`src/rtl/burst_framer.sv`:
```
// Burst framer: groups a valid/ready word stream into bursts, flagging the final
// word of each burst with o_last (full length, idle timeout or flush request).
module burst_framer #(
  parameter int BURST_LEN = 8,
  parameter int TIMEOUT   = 16,
  parameter int DATA_W    = 32
) (
  input  logic              clk,
  input  logic              rst,
  input  logic              i_valid,
  output logic              o_ready,
  input  logic [DATA_W-1:0] i_data,
  input  logic              i_flush,
  output logic              o_valid,
  input  logic              i_ready,
  output logic [DATA_W-1:0] o_data,
  output logic              o_last,
  output logic [15:0]       o_burst_count
);

  localparam logic [15:0] LEN      = 16'(BURST_LEN);
  localparam bit          TMO_EN   = (TIMEOUT != 0);
  localparam logic [15:0] IDLE_MAX = TMO_EN ? 16'(TIMEOUT - 1) : 16'd0;

  function automatic logic [15:0] sat_inc(input logic [15:0] v, input logic [15:0] lim);
    return (v >= lim) ? lim : v + 16'd1;
  endfunction

  logic              vld_p0;
  logic [DATA_W-1:0] data_p0;
  logic [15:0]       pos_p0;
  logic [15:0]       nxt_pos;
  logic [15:0]       idle_p0;

  logic        out_free;
  logic        accept;
  logic        full;
  logic        tmo_hit;
  logic        flush_hit;
  logic        push;
  logic        push_last;
  logic [15:0] pos_next;

  always_comb begin
    out_free  = !o_valid || i_ready;
    o_ready   = !rst && (!vld_p0 || out_free);
    accept    = i_valid && o_ready;
    full      = (pos_p0 == LEN);
    tmo_hit   = TMO_EN && (idle_p0 == IDLE_MAX) && !i_valid;
    flush_hit = i_flush && !i_valid;
    push      = vld_p0 && out_free && (full || accept || tmo_hit || flush_hit);
    // A full burst always closes; otherwise arriving data overrides timeout/flush
    push_last = full || !accept;
    pos_next  = push ? (push_last ? 16'd1 : pos_p0 + 16'd1) : nxt_pos;
  end

  // Stage p0: holding register
  always_ff @(posedge clk or posedge rst) begin
    if (rst) begin
      vld_p0  <= 1'b0;
      pos_p0  <= 16'd1;
      nxt_pos <= 16'd1;
      idle_p0 <= 16'd0;
    end else begin
      if (accept) begin
        vld_p0 <= 1'b1;
        pos_p0 <= pos_next;
      end else if (push) begin
        vld_p0 <= 1'b0;
      end
      if (push) begin
        nxt_pos <= pos_next;
      end
      if (accept || push) begin
        idle_p0 <= 16'd0;
      end else if (TMO_EN && vld_p0 && !i_valid) begin
        idle_p0 <= sat_inc(idle_p0, IDLE_MAX);
      end
    end
  end

  always_ff @(posedge clk) begin
    if (accept) begin
      data_p0 <= i_data;
    end
  end

  // Stage p1: registered output toward the downstream consumer
  always_ff @(posedge clk or posedge rst) begin
    if (rst) begin
      o_valid       <= 1'b0;
      o_data        <= '0;
      o_last        <= 1'b0;
      o_burst_count <= 16'd0;
    end else begin
      if (push) begin
        o_valid <= 1'b1;
        o_data  <= data_p0;
        o_last  <= push_last;
      end else if (i_ready) begin
        o_valid <= 1'b0;
      end
      if (o_valid && i_ready && o_last) begin
        o_burst_count <= o_burst_count + 16'd1;
      end
    end
  end

endmodule

```
`config.mk`:
```
export PLATFORM = sky130hd
export DESIGN_NAME = burst_framer
export DESIGN_NICKNAME = d
export VERILOG_FILES = /design/src/rtl/burst_framer.sv
export SDC_FILE = /design/constraint.sdc
export NUM_CORES = 1
export LEC_CHECK = 0
export CAP_MARGIN = 15
export CORE_MARGIN = 5
export CORE_UTILIZATION = 30
export CTS_CLUSTER_DIAMETER = 200
export DETAILED_ROUTE_END_ITERATION = 16
export PLACE_DENSITY = 0.49
export SYNTH_ARGS = -nofsm -noshare
export SYNTH_HDL_FRONTEND = slang
export SYNTH_SLANG_ARGS = --single-unit
```
`constraint.sdc`:
```
create_clock -name clk -period 9.9 [get_ports clk]
set_input_delay 1.98 -clock clk [delete_from_list [all_inputs] [get_ports clk]]
set_output_delay 1.98 -clock clk [all_outputs]
set_load 0.03 [all_outputs]
```
---- Word level (Yosys, flattened, before mapping) ----
Index checks and enable logic that the tools add are counted.
word-level totals
  flip-flop bits (word level) ............. 131
  latch bits .............................. 0
  RAM bits ................................ 0
  memory bits (read-only) ................. 0
  input bits .............................. 37
  output and inout port bits .............. 51
  logic and storage cells ................. 48
  memories ................................ 0
operators by class
  add/subtract/negate cells ............... 3
  multipliers ............................. 0
  divide/modulo/power cells ............... 0
  order comparisons ....................... 1
  eq/ne operators ......................... 2
  shifts and indexed selects .............. 0
  mux-type cells .......................... 9
  bitwise operators ....................... 0
  reductions and logical operators ........ 24
operators with widths
  cell                                                  count
  two-way mux 16 bit                                    5
  adder 16 x 1 -> 16 bit, second input constant         3
  == test 16 x 4 -> 1 bit, second input constant        2
  >= comparator 16 x 4 -> 1 bit, second input constant  1
  logical AND 1 bit                                     9
  logical OR 1 bit                                      7
  nonzero test 2 bit                                    3
  logical NOT 1 bit                                     5
  two-way mux 1 bit                                     4

---- Logic depth before layout (Yosys ltp) ----
Gate-level depths: netlist of the first run.
  word-level depth ........................ 11
  mapped depth ............................ 8
  depth with buffers taken out ............ 7

---- Least setup slack after synthesis of the first run ----
Ideal clock, no wire load.
  kind .................................... input to register
  start ................................... input rst
  end ..................................... register pos_p0[0]
  library setup time ...................... 0.086 ns
  arrival time ............................ 4.489 ns
  required time ........................... 9.814 ns
  setup slack ............................. 5.324 ns
  cell stages on the path ................. 4
  buffers on the path ..................... 0
  cell sequence ........................... inv_1 -> nand2_1 -> o32ai_1 -> a21oi_1
between the ends
  cells in the longest elaborated chain, start to end .. 8
  elaborated cells between the ends (all ways) .. 11
  those cells by class .................... 2 x mux; 9 x reduce/logical
ends and longest elaborated chain
  what                             line  source
  start: declaration               9     input logic rst,
  logical NOT 1 bit (no line) (*)  --
  logical AND 1 bit (*)            46    o_ready = !rst && (!vld_p0 || out_free);
  logical AND 1 bit (*)            47    accept = i_valid && o_ready;
  logical OR 1 bit (3 in series)   51    push = vld_p0 && out_free && (full || accept || tmo_hit || flush_hit);
  logical AND 1 bit                51
  two-way mux 16 bit               54    pos_next = push ? (push_last ? 16'd1 : pos_p0 + 16'd1) : nxt_pos;
  end signal: assignment           67    pos_p0 <= pos_next;
  end: declaration                 31    logic [15:0] pos_p0;
Mark *: on every way between the ends. The rest lies on a longest branch, timed or not.
A chain may end at the register's enable or synchronous reset.

---- Final worst setup path of the first run ----
  start ................................... input i_ready
  end ..................................... output o_ready
between the ends
  cells in the longest elaborated chain, start to end .. 3
ends and longest elaborated chain
  what                line  source
  start: declaration  15    input logic i_ready,
  logical OR 1 bit    45    out_free = !o_valid || i_ready;
  logical OR 1 bit    46
  logical AND 1 bit   46
  end: declaration    11    output logic o_ready,
No other way between the ends.

==> impl_metrics.env, run 1 <==
export IMPL_initial_core_util_pct=30.4
export IMPL_required_ns=7.92
export IMPL_power_density_nw_per_um2=291
export IMPL_drtIter0Drc=174
export IMPL_relSlewSlack_pct=30.8
export IMPL_synth_distinct_cells=52
export IMPL_worstSetupStartpointType="input port"
export IMPL_r2r_end="pos_p0[0]$_DFFE_PP1N_"
export IMPL_cts_buffers=17
export IMPL_rows=50
export IMPL_path_clk_slew_ns=0.06
export IMPL_synth_warning_count=0
export IMPL_grt_antenna_before_repair=0
export IMPL_cts_resized=0
export IMPL_cts_max_path_buffers=2
export IMPL_dr_total_vias=3665
export IMPL_whs_path_depth=1
export IMPL_die_area_um2=21600
export IMPL_antenna_cells=0
export IMPL_synth_async_sr_flop_share_pct=75.6
export IMPL_status="completed"
export IMPL_wire_per_inst_um=16.0
export IMPL_core_area_um2=18600
export IMPL_r2r_worst_path_cells=6
export IMPL_dp_cells=739
export IMPL_cts_htree_levels=4
export IMPL_r2r_start="vld_p0$_DFFE_PP0P_"
export IMPL_ir_drop_mv=0.116
export IMPL_final_setup_tns_ns=0
export IMPL_regToRegSetupSlack_ns=7.09
export IMPL_cts_root_buf="clkbuf_16"
export IMPL_gp_congestion=0.761
export IMPL_clk_latency_ns=0.41
export IMPL_cts_setup_buffers=0
export IMPL_final_min_clock_period_ns=5.49
export IMPL_synth_area_um2=5640
export IMPL_drive_gt1_share_pct=15.6
export IMPL_layoutNonFillerInstCount=771
export IMPL_max_cap_violations=0
export IMPL_synth_nets=471
export IMPL_hold_start="o_burst_count[15]$_DFFE_PP0P_"
export IMPL_dieHeight_um=147
export IMPL_cts_tree="yes"
export IMPL_whs_endpoint="o_burst_count[15]$_DFFE_PP0P_"
export IMPL_grt_total_usage_pct=11.8
export IMPL_setup_violations_final=0
export IMPL_grt_overflow_total=0
export IMPL_fmax_ghz=0.182
export IMPL_drv_slew=0
export IMPL_synth_seq_area_share_pct=61.0
export IMPL_synth_edf_count=32
export IMPL_hold_viol=0
export IMPL_hold_slack_ns=0.466
export IMPL_worstPathArrival_ns=3.51
export IMPL_finClkSkew_ns=0.00791
export IMPL_grt_pass1_vias=3781
export IMPL_ios=88
export IMPL_holdCritPathClass="flop to flop"
export IMPL_ant_nets=0
export IMPL_synth_area_per_cell_um2=13.1
export IMPL_ys_flop_type="dfrtp_1"
export IMPL_post_route_period_util_pct=55.5
export IMPL_drc=0
export IMPL_rsz0062_at_grt="false"
export IMPL_wl_mm=12.3
export IMPL_power_leakage_nw=2.95
export IMPL_syn_to_final_growth_pct=29.3
export IMPL_io_buffers=87
export IMPL_grt_max_degree=69
export IMPL_viasPerCell=4.75
export IMPL_dp_hpwl_mm=8.26
export IMPL_dieWidth_um=147
export IMPL_grt_pass1_wl_mm=20.3
export IMPL_nets=565
export IMPL_end_kind="output port"
export IMPL_critPathKind="input port to output port"
export IMPL_ys_seq_elements=131
export IMPL_cts_sinks=131
export IMPL_postSynthCellCount=430
export IMPL_worstPathMaxFanout=5
export IMPL_ctsHoldBuffers=0
export IMPL_tightest_slew_ns=1.04
export IMPL_dr_pass1_iters=4
[critical path: stages]
cell and delay [ns]:
clkdlybuf4s50_1 0.55, nor2b_1 0.08, a21oi_1 0.19, clkdlybuf4s50_1 0.71
[cells in the mapped netlist (all sizes together), types with 9 or more instances]
library cell	count	area share (%)
nand2	28	1.9
a21oi	15	1.4
edfxtp	32	17
o22ai	12	1.3
buf	11	1.9
nor2	44	2.9
mux2	32	8.2
xor2	14	2.2
xnor2	24	3.7
dfrtp	97	43
nand3	17	1.5
o2bb2ai	9	1.4
nand4	14	1.8
[worst max path at each step]
stage,from,endpoint,slack (ns)
2_1_floorplan,rst,idle_p0[0]$_DFFE_PP0P_,5.31
3_3_place_gp,i_ready,o_ready,4.38
3_5_place_dp,i_ready,o_ready,4.41
4_1_cts,i_ready,o_ready,4.40
5_1_grt,i_ready,o_ready,4.39
6_report,i_ready,o_ready,4.41
[cell type report]
cell class                 instances  area, um2
multi-input combinational        277       2050
sequential                       131       3440
tap                              234        293
clock inverter                    12        129
clock buffer                      20        457
inverter                           7       28.8
timing repair buffer              90        893
fill                            1751      11300
[cell families after synthesis]
family	synth area share [%]
AO/OA/AOI/OAI	7.41
adder cells (fa/ha/maj)	0.887
XOR/XNOR	5.90
buffers and inverters	2.62
flip-flops	61.0
multiplexers	8.18
AND/OR/NAND/NOR	14.0
[per-layer routing]
metal  share of wire, %  GRT usage (%)  routed length [um]  vias up
met4               0.98           3.54                 121        0
met3                5.0           4.19                 618       13
li1                   -              -                   -     1738
met5                  0              0                   0        -
met2                 46           18.6                5690       94
met1                 48           15.4                5900     1820
[power by group]
group | total [mW] | internal, mW | leakage [nW] | switching (mW)
Combinational | 0.670 | 0.321 | 1.13 | 0.349
Sequential | 0.836 | 0.707 | 1.54 | 0.128
Clock | 0.621 | 0.384 | 0.283 | 0.237
Total | 2.13 | 1.41 | 2.95 | 0.714
[state kept, by name, indices dropped and copies added, names as in the netlist]
signal	cells
o_valid	1
idle_p0	16
o_data	32
vld_p0	1
data_p0	32
o_last	1
o_burst_count	16
pos_p0	16
nxt_pos	16
[metrics by stage]
stage	instance area (um2)	util [%]	worst slack, ns	power, mW
after floorplan	5640	-	5.31	1.27
after global placement	6710	36.1	4.38	1.51
after detailed placement	6710	36.1	4.41	1.52
after CTS	7290	39.3	4.40	2.15
after global routing	7290	39.3	4.39	2.24
final	7290	39.3	4.41	2.13
[cells in the final DEF, fill, tap and decap left out, types with 3 or more instances in the layout]
cell type and n:
dfrtp_1 97, clkdlybuf4s50_1 87, nor2_1 44, edfxtp_1 32
nand2_1 28, mux2_4 27, xnor2_1 24, nand3_1 17
clkbuf_16 17, a21oi_1 14, xor2_1 14, nand4_1 12
o22ai_1 12, o2bb2ai_1 9, and3_1 7, a21o_1 6
nor4_1 5, nor3_1 5, inv_1 5, mux2_2 5
o21ai_0 5, nor2b_1 4, ha_1 4, clkinv_2 4
nand4b_1 3, nor3b_1 3, clkinvlp_4 3, buf_4 3
Power figures use the tool's default switching activity.
==> inputs of run 2 (changes only) <==
--- a/config.mk
+++ b/config.mk
@@ -10,7 +10,7 @@
 export CORE_UTILIZATION = 30
 export CTS_CLUSTER_DIAMETER = 200
 export DETAILED_ROUTE_END_ITERATION = 16
-export PLACE_DENSITY = 0.49
+export PLACE_DENSITY = 0.5
 export SYNTH_ARGS = -nofsm -noshare
 export SYNTH_HDL_FRONTEND = slang
 export SYNTH_SLANG_ARGS = --single-unit
==> constraint.sdc (replaced) <==
create_clock -name clk -period 4.5 [get_ports clk]
set_input_delay 0.9 -clock clk [delete_from_list [all_inputs] [get_ports clk]]
set_output_delay 0.9 -clock clk [all_outputs]
set_load 0.03 [all_outputs]
==> run 2 against run 1 <==
Via count grew 0.11%. Combinational power increased by 120%. Hold slack better by 0.0040 ns. Setup slack got worse by 3.2 ns. Register-to-register slack worse by 5.1 ns. Cell area rose by 0.31%. Critical path depth did not move. Highest routed layer unchanged. Sequential share of layout area is 0.15 points lower. Non-clock buffer count up 3. Global-route usage down 0.14 points.
==> impl_metrics.env, run 2 (same netlist as run 1, synthesis figures left out) <==
export IMPL_status="completed"
export IMPL_cts_sinks=131
export IMPL_critPathCapture="o_ready"
export IMPL_worstPathArrival_ns=2.35
export IMPL_core_area_um2=18600
export IMPL_dieHeight_um=147
export IMPL_grt_pass1_vias=3805
export IMPL_final_common_cell="dfrtp_1"
export IMPL_final_setup_tns_ns=0
export IMPL_nets=568
export IMPL_ir_drop_mv=0.217
export IMPL_r2r_end="o_data[28]$_DFFE_PP0P_"
export IMPL_io_buffers=87
export IMPL_fillCellCount=1772
export IMPL_cts_root_buf="clkbuf_16"
export IMPL_initial_core_util_pct=30.4
export IMPL_syn_to_final_growth_pct=29.7
export IMPL_die_area_um2=21600
export IMPL_cts_htree_levels=4
export IMPL_dr_total_vias=3669
export IMPL_grt_pass1_wl_mm=20.2
export IMPL_finClkSkew_ns=0.00721
export IMPL_rsz0062_at_grt="false"
export IMPL_r2r_start="pos_p0[1]$_DFFE_PP0N_"
export IMPL_drive_gt1_share_pct=16.3
export IMPL_hold_slack_ns=0.470
export IMPL_relSlewSlack_pct=50.4
export IMPL_path_clk_slew_ns=0.06
export IMPL_final_min_clock_period_ns=3.25
export IMPL_cp_startpoint="i_ready"
export IMPL_cts_buffers=17
export IMPL_wl_mm=12.2
export IMPL_cts_max_path_buffers=2
export IMPL_tightest_slew_ns=0.744
export IMPL_holdCritPathClass="flop to flop"
export IMPL_ios=88
export IMPL_antenna_cells=0
export IMPL_ctsHoldBuffers=0
export IMPL_grt_total_usage_pct=11.7
export IMPL_final_core_util_pct=39.4
export IMPL_dp_hpwl_mm=8.36
export IMPL_power_density_nw_per_um2=637
export IMPL_max_cap_violations=0
export IMPL_drc=0
export IMPL_ant_nets=0
export IMPL_end_kind="output port"
export IMPL_wire_per_inst_um=15.7
export IMPL_worstSetupStartpointType="input port"
export IMPL_dr_pass1_iters=6
export IMPL_gp_congestion=0.737
export IMPL_cts_resized=0
export IMPL_worstPathMaxFanout=5
export IMPL_post_route_period_util_pct=72.2
export IMPL_drv_slew=0
export IMPL_clk_latency_ns=0.42
export IMPL_final_cell_mix="dfrtp_1 (97), clkdlybuf4s50_1 (87), nor2_1 (44), edfxtp_1 (32), nand2_1 (28)"
export IMPL_dieWidth_um=147
export IMPL_r2r_worst_path_cells=7
export IMPL_cts_setup_buffers=0
export IMPL_cts_tree="yes"
export IMPL_power_leakage_nw=2.97
export IMPL_viasPerCell=4.74
export IMPL_grt_overflow_total=0
export IMPL_rows=50
export IMPL_required_ns=3.60
export IMPL_fmax_ghz=0.308
export IMPL_grt_max_degree=56
export IMPL_drtIter0Drc=210
export IMPL_grt_antenna_before_repair=0
export IMPL_critPathKind="input port to output port"
export IMPL_setup_violations_final=0
export IMPL_regToRegSetupSlack_ns=2.03
export IMPL_hold_viol=0
export IMPL_top_regs="data_p0: 32 flops, o_data: 32 flops"
==> run 2: worst max-delay path: stages <==
cell and delay (ns):
clkdlybuf4s50_1 0.55, nor2b_1 0.07, a21oi_1 0.14, clkdlybuf4s50_1 0.68
==> run 2: final cells by class <==
cell class	count	area, um2	share of cell area (%)
flip-flops and latches	131	3440	47.0
clock buffers	17	425	5.81
well taps	234	293	4.00
repair buffers	93	928	12.7
inverters	7	28.8	0.393
clock inverters	15	148	2.02
multi-input cells	277	2050	28.1
==> run 2: power by group <==
group	switching, mW	leakage [nW]	internal [mW]
Clock	0.556	0.279	0.775
Combinational	0.773	1.15	0.713
Sequential	0.288	1.54	1.56
==> run 2: routing by layer <==
metal | vias to the layer above | global-route usage, % | share of wire (%)
li1 | 1748 | - | -
met1 | 1820 | 15.5 | 48
met2 | 87 | 18.1 | 47
met3 | 14 | 3.42 | 4.3
met4 | 0 | 4.43 | 1.2
met5 | - | 0 | 0
==> run 2: worst min path at each step <==
stage / to / from / slack, ns / cells past startpoint
after floorplan: nxt_pos[12]$_DFFE_PP0P_ / nxt_pos[12]$_DFFE_PP0P_ / 0.45 / 1
after global placement: o_data[4]$_DFFE_PP0P_ / data_p0[4]$_DFFE_PN_ / 0.46 / 1
after detailed placement: o_data[23]$_DFFE_PP0P_ / data_p0[23]$_DFFE_PN_ / 0.46 / 1
after CTS: o_data[30]$_DFFE_PP0P_ / data_p0[30]$_DFFE_PN_ / 0.48 / 1
after global routing: o_data[5]$_DFFE_PP0P_ / data_p0[5]$_DFFE_PN_ / 0.49 / 1
final: o_burst_count[15]$_DFFE_PP0P_ / o_burst_count[15]$_DFFE_PP0P_ / 0.47 / 1
==> run 2: per-stage QoR <==
step	std cells	cell area, um2	total power [mW]	setup WS, ns
2_1_floorplan	430	5640	2.80	0.994
3_3_place_gp	742	6740	3.34	1.03
3_5_place_dp	742	6740	3.37	0.950
4_1_cts	774	7320	4.72	1.23
5_1_grt	774	7320	4.91	1.14
6_report	774	7320	4.66	1.25
==> inputs of run 3 (changes only) <==
--- a/config.mk
+++ b/config.mk
@@ -10,7 +10,7 @@
 export CORE_UTILIZATION = 30
 export CTS_CLUSTER_DIAMETER = 200
 export DETAILED_ROUTE_END_ITERATION = 16
-export PLACE_DENSITY = 0.5
+export PLACE_DENSITY = 0.49
 export SYNTH_ARGS = -nofsm -noshare
 export SYNTH_HDL_FRONTEND = slang
 export SYNTH_SLANG_ARGS = --single-unit
==> constraint.sdc (replaced) <==
create_clock -name clk -period 3.2 [get_ports clk]
set_input_delay 0.64 -clock clk [delete_from_list [all_inputs] [get_ports clk]]
set_output_delay 0.64 -clock clk [all_outputs]
set_load 0.03 [all_outputs]
==> run 3 against run 2 <==
Final cell count up 0.78%. Wire length up 1.8%. Via count up 1.9%. Die area unchanged. Largest power group unchanged. Setup slack worse by 0.82 ns. Sequential power up 41%. Critical path depth unchanged. Hold slack worse by 0.0059 ns. Register-to-register slack worse by 1.1 ns. Count of clock-buffer cells in the layout up 1.
==> impl_metrics.env, run 3 (same netlist as run 1, synthesis figures left out) <==
export IMPL_grt_total_usage_pct=11.8
export IMPL_relSlewSlack_pct=57.9
export IMPL_whs_path_depth=1
export IMPL_cts_sinks=131
export IMPL_tightest_slew_ns=0.630
export IMPL_dieHeight_um=147
export IMPL_internal_power_mw=4.47
export IMPL_status="completed"
export IMPL_finClkSkew_ns=0.00743
export IMPL_path_cells="clkdlybuf4s50_1, nor2b_1, a21oi_1, clkdlybuf4s50_1"
export IMPL_cts_resized=0
export IMPL_cts_setup_buffers=0
export IMPL_grt_pass1_vias=3713
export IMPL_final_core_util_pct=40.0
export IMPL_drive_gt1_share_pct=17.2
export IMPL_path_buf_inv=2
export IMPL_antenna_cells=0
export IMPL_pwr_share_seq_pct=38.6
export IMPL_end_kind="output port"
export IMPL_crit_family="buffers and inverters"
export IMPL_r2r_worst_path_cells=7
export IMPL_path_depth=4
export IMPL_gp_congestion=0.762
export IMPL_post_route_period_util_pct=86.5
export IMPL_switching_share_pct=33.5
export IMPL_worstPathArrival_ns=2.13
export IMPL_power_density_nw_per_um2=905
export IMPL_final_min_clock_period_ns=2.77
export IMPL_fmax_ghz=0.361
export IMPL_wire_per_inst_um=15.9
export IMPL_core_area_um2=18600
export IMPL_rsz0062_at_grt="false"
export IMPL_rows=50
export IMPL_hold_viol=0
export IMPL_drv_slew=0
export IMPL_regToRegSetupSlack_ns=0.89
export IMPL_final_common_cell="dfrtp_1"
export IMPL_cp_slowest_stage_delay_ns=0.71
export IMPL_path_clk_slew_ns=0.06
export IMPL_io_buffers=87
export IMPL_viasPerCell=4.79
export IMPL_drtIter0Drc=164
export IMPL_cpMaxStageDelayCell="clkdlybuf4s50_1"
export IMPL_max_cap_violations=0
export IMPL_p_sw_mw=2.25
export IMPL_dieWidth_um=147
export IMPL_cts_max_path_buffers=2
export IMPL_top_regs="data_p0: 32 flops, o_data: 32 flops"
export IMPL_final_cell_mix="dfrtp_1 (97), clkdlybuf4s50_1 (87), nor2_1 (44), edfxtp_1 (32), nand2_1 (28)"
export IMPL_syn_to_final_growth_pct=31.7
export IMPL_r2r_end="pos_p0[11]$_DFFE_PP0N_"
export IMPL_ant_nets=0
export IMPL_ir_drop_mv=0.286
export IMPL_cts_root_buf="clkbuf_16"
export IMPL_nets=574
export IMPL_grt_overflow_total=0
export IMPL_drc=0
export IMPL_worstSetupStartpointType="input port"
export IMPL_dp_hpwl_mm=8.40
export IMPL_cts_buffers=17
export IMPL_clockPowerShare_pct=29.8
export IMPL_die_area_um2=21600
export IMPL_final_setup_tns_ns=0
export IMPL_whs_endpoint="o_burst_count[15]$_DFFE_PP0P_"
export IMPL_clk_latency_ns=0.42
export IMPL_cpMostUsedCell="clkdlybuf4s50_1"
export IMPL_required_ns=2.56
export IMPL_worstPathMaxFanout=5
export IMPL_wl_mm=12.4
export IMPL_comb_power_share_pct=31.6
export IMPL_fillCellCount=1745
export IMPL_r2r_start="pos_p0[0]$_DFFE_PP1N_"
export IMPL_grt_antenna_before_repair=0
export IMPL_grt_pass1_wl_mm=20.3
export IMPL_initial_core_util_pct=30.4
export IMPL_ctsHoldBuffers=0
export IMPL_grt_max_degree=100
export IMPL_hold_start="o_burst_count[15]$_DFFE_PP0P_"
export IMPL_cts_htree_levels=4
export IMPL_holdCritPathClass="flop to flop"
export IMPL_cts_tree="yes"
export IMPL_setup_violations_final=0
export IMPL_dr_total_vias=3739
export IMPL_ios=88
export IMPL_power_leakage_nw=3.02
export IMPL_dr_pass1_iters=4
export IMPL_critPathKind="input port to output port"
==> run 3: changes by cell type in the layout (fill, tap and decap cells not counted) <==
cell,before,now
inv_4,1,0
inv_6,5,3
bufinv_16,1,3
clkinv_4,3,5
buf_4,5,9
inv_8,2,0
buf_12,1,3
clkbuf_8,0,1
==> run 3: worst max-delay path by stage <==
stage / slack, ns / startpoint / to
floorplan: 0.43 / i_valid / pos_p0[11]$_DFFE_PP0N_
global placement: 0.42 / i_ready / o_ready
detailed placement: 0.43 / i_ready / o_ready
CTS: 0.42 / i_ready / o_ready
global route: 0.39 / i_ready / o_ready
finish: 0.43 / i_ready / o_ready
==> run 3: through the flow <==
stage	power (mW)	std cells	instance area [um2]	setup WS, ns	hold WS [ns]
2_1_floorplan	3.94	430	5650	0.429	0.450
3_3_place_gp	4.72	748	6820	0.422	0.456
3_5_place_dp	4.76	748	6820	0.427	0.458
4_1_cts	6.80	780	7430	0.419	0.467
5_1_grt	7.05	780	7430	0.391	0.479
6_report	6.73	780	7430	0.433	0.464
==> run 3: layout make-up <==
type / instances / area, um2 / area share, %
Clock buffer: 18 / 439 / 5.91
Clock inverter: 14 / 178 / 2.39
Inverter: 7 / 30.0 / 0.404
Multi-Input combinational cell: 277 / 2050 / 27.6
Timing Repair Buffer: 99 / 998 / 13.4
Sequential cell: 131 / 3440 / 46.3
Tap cell: 234 / 293 / 3.94
==> run 3: power by group through the flow <==
stage,sequential (mW),combinational (mW),clock [mW]
final,2.60,2.12,2.01
after global routing,2.66,2.25,2.14
after CTS,2.60,2.15,2.06
after detailed placement,2.61,2.14,0
after global placement,2.61,2.11,0
after floorplan,2.99,0.947,0
==> run 3: worst register-to-register path, delay by kind of cell, from the launching register on <==
| family | cells | cell delay, ns |
|---|---|---|
| simple gates | 3 | 0.78 |
| flops | 1 | 0.62 |
| fa+ha+maj | 1 | 0.22 |
| compound gates | 1 | 0.19 |
| buf+inv | 2 | 0.40 |
==> run 3: metal layers <==
metal	track usage (%)	share of wire (%)	routed length, um
met5	0	0	0
met4	4.75	1.8	222
met3	3.12	4.0	502
met2	18.1	46	5650
met1	15.9	49	6030
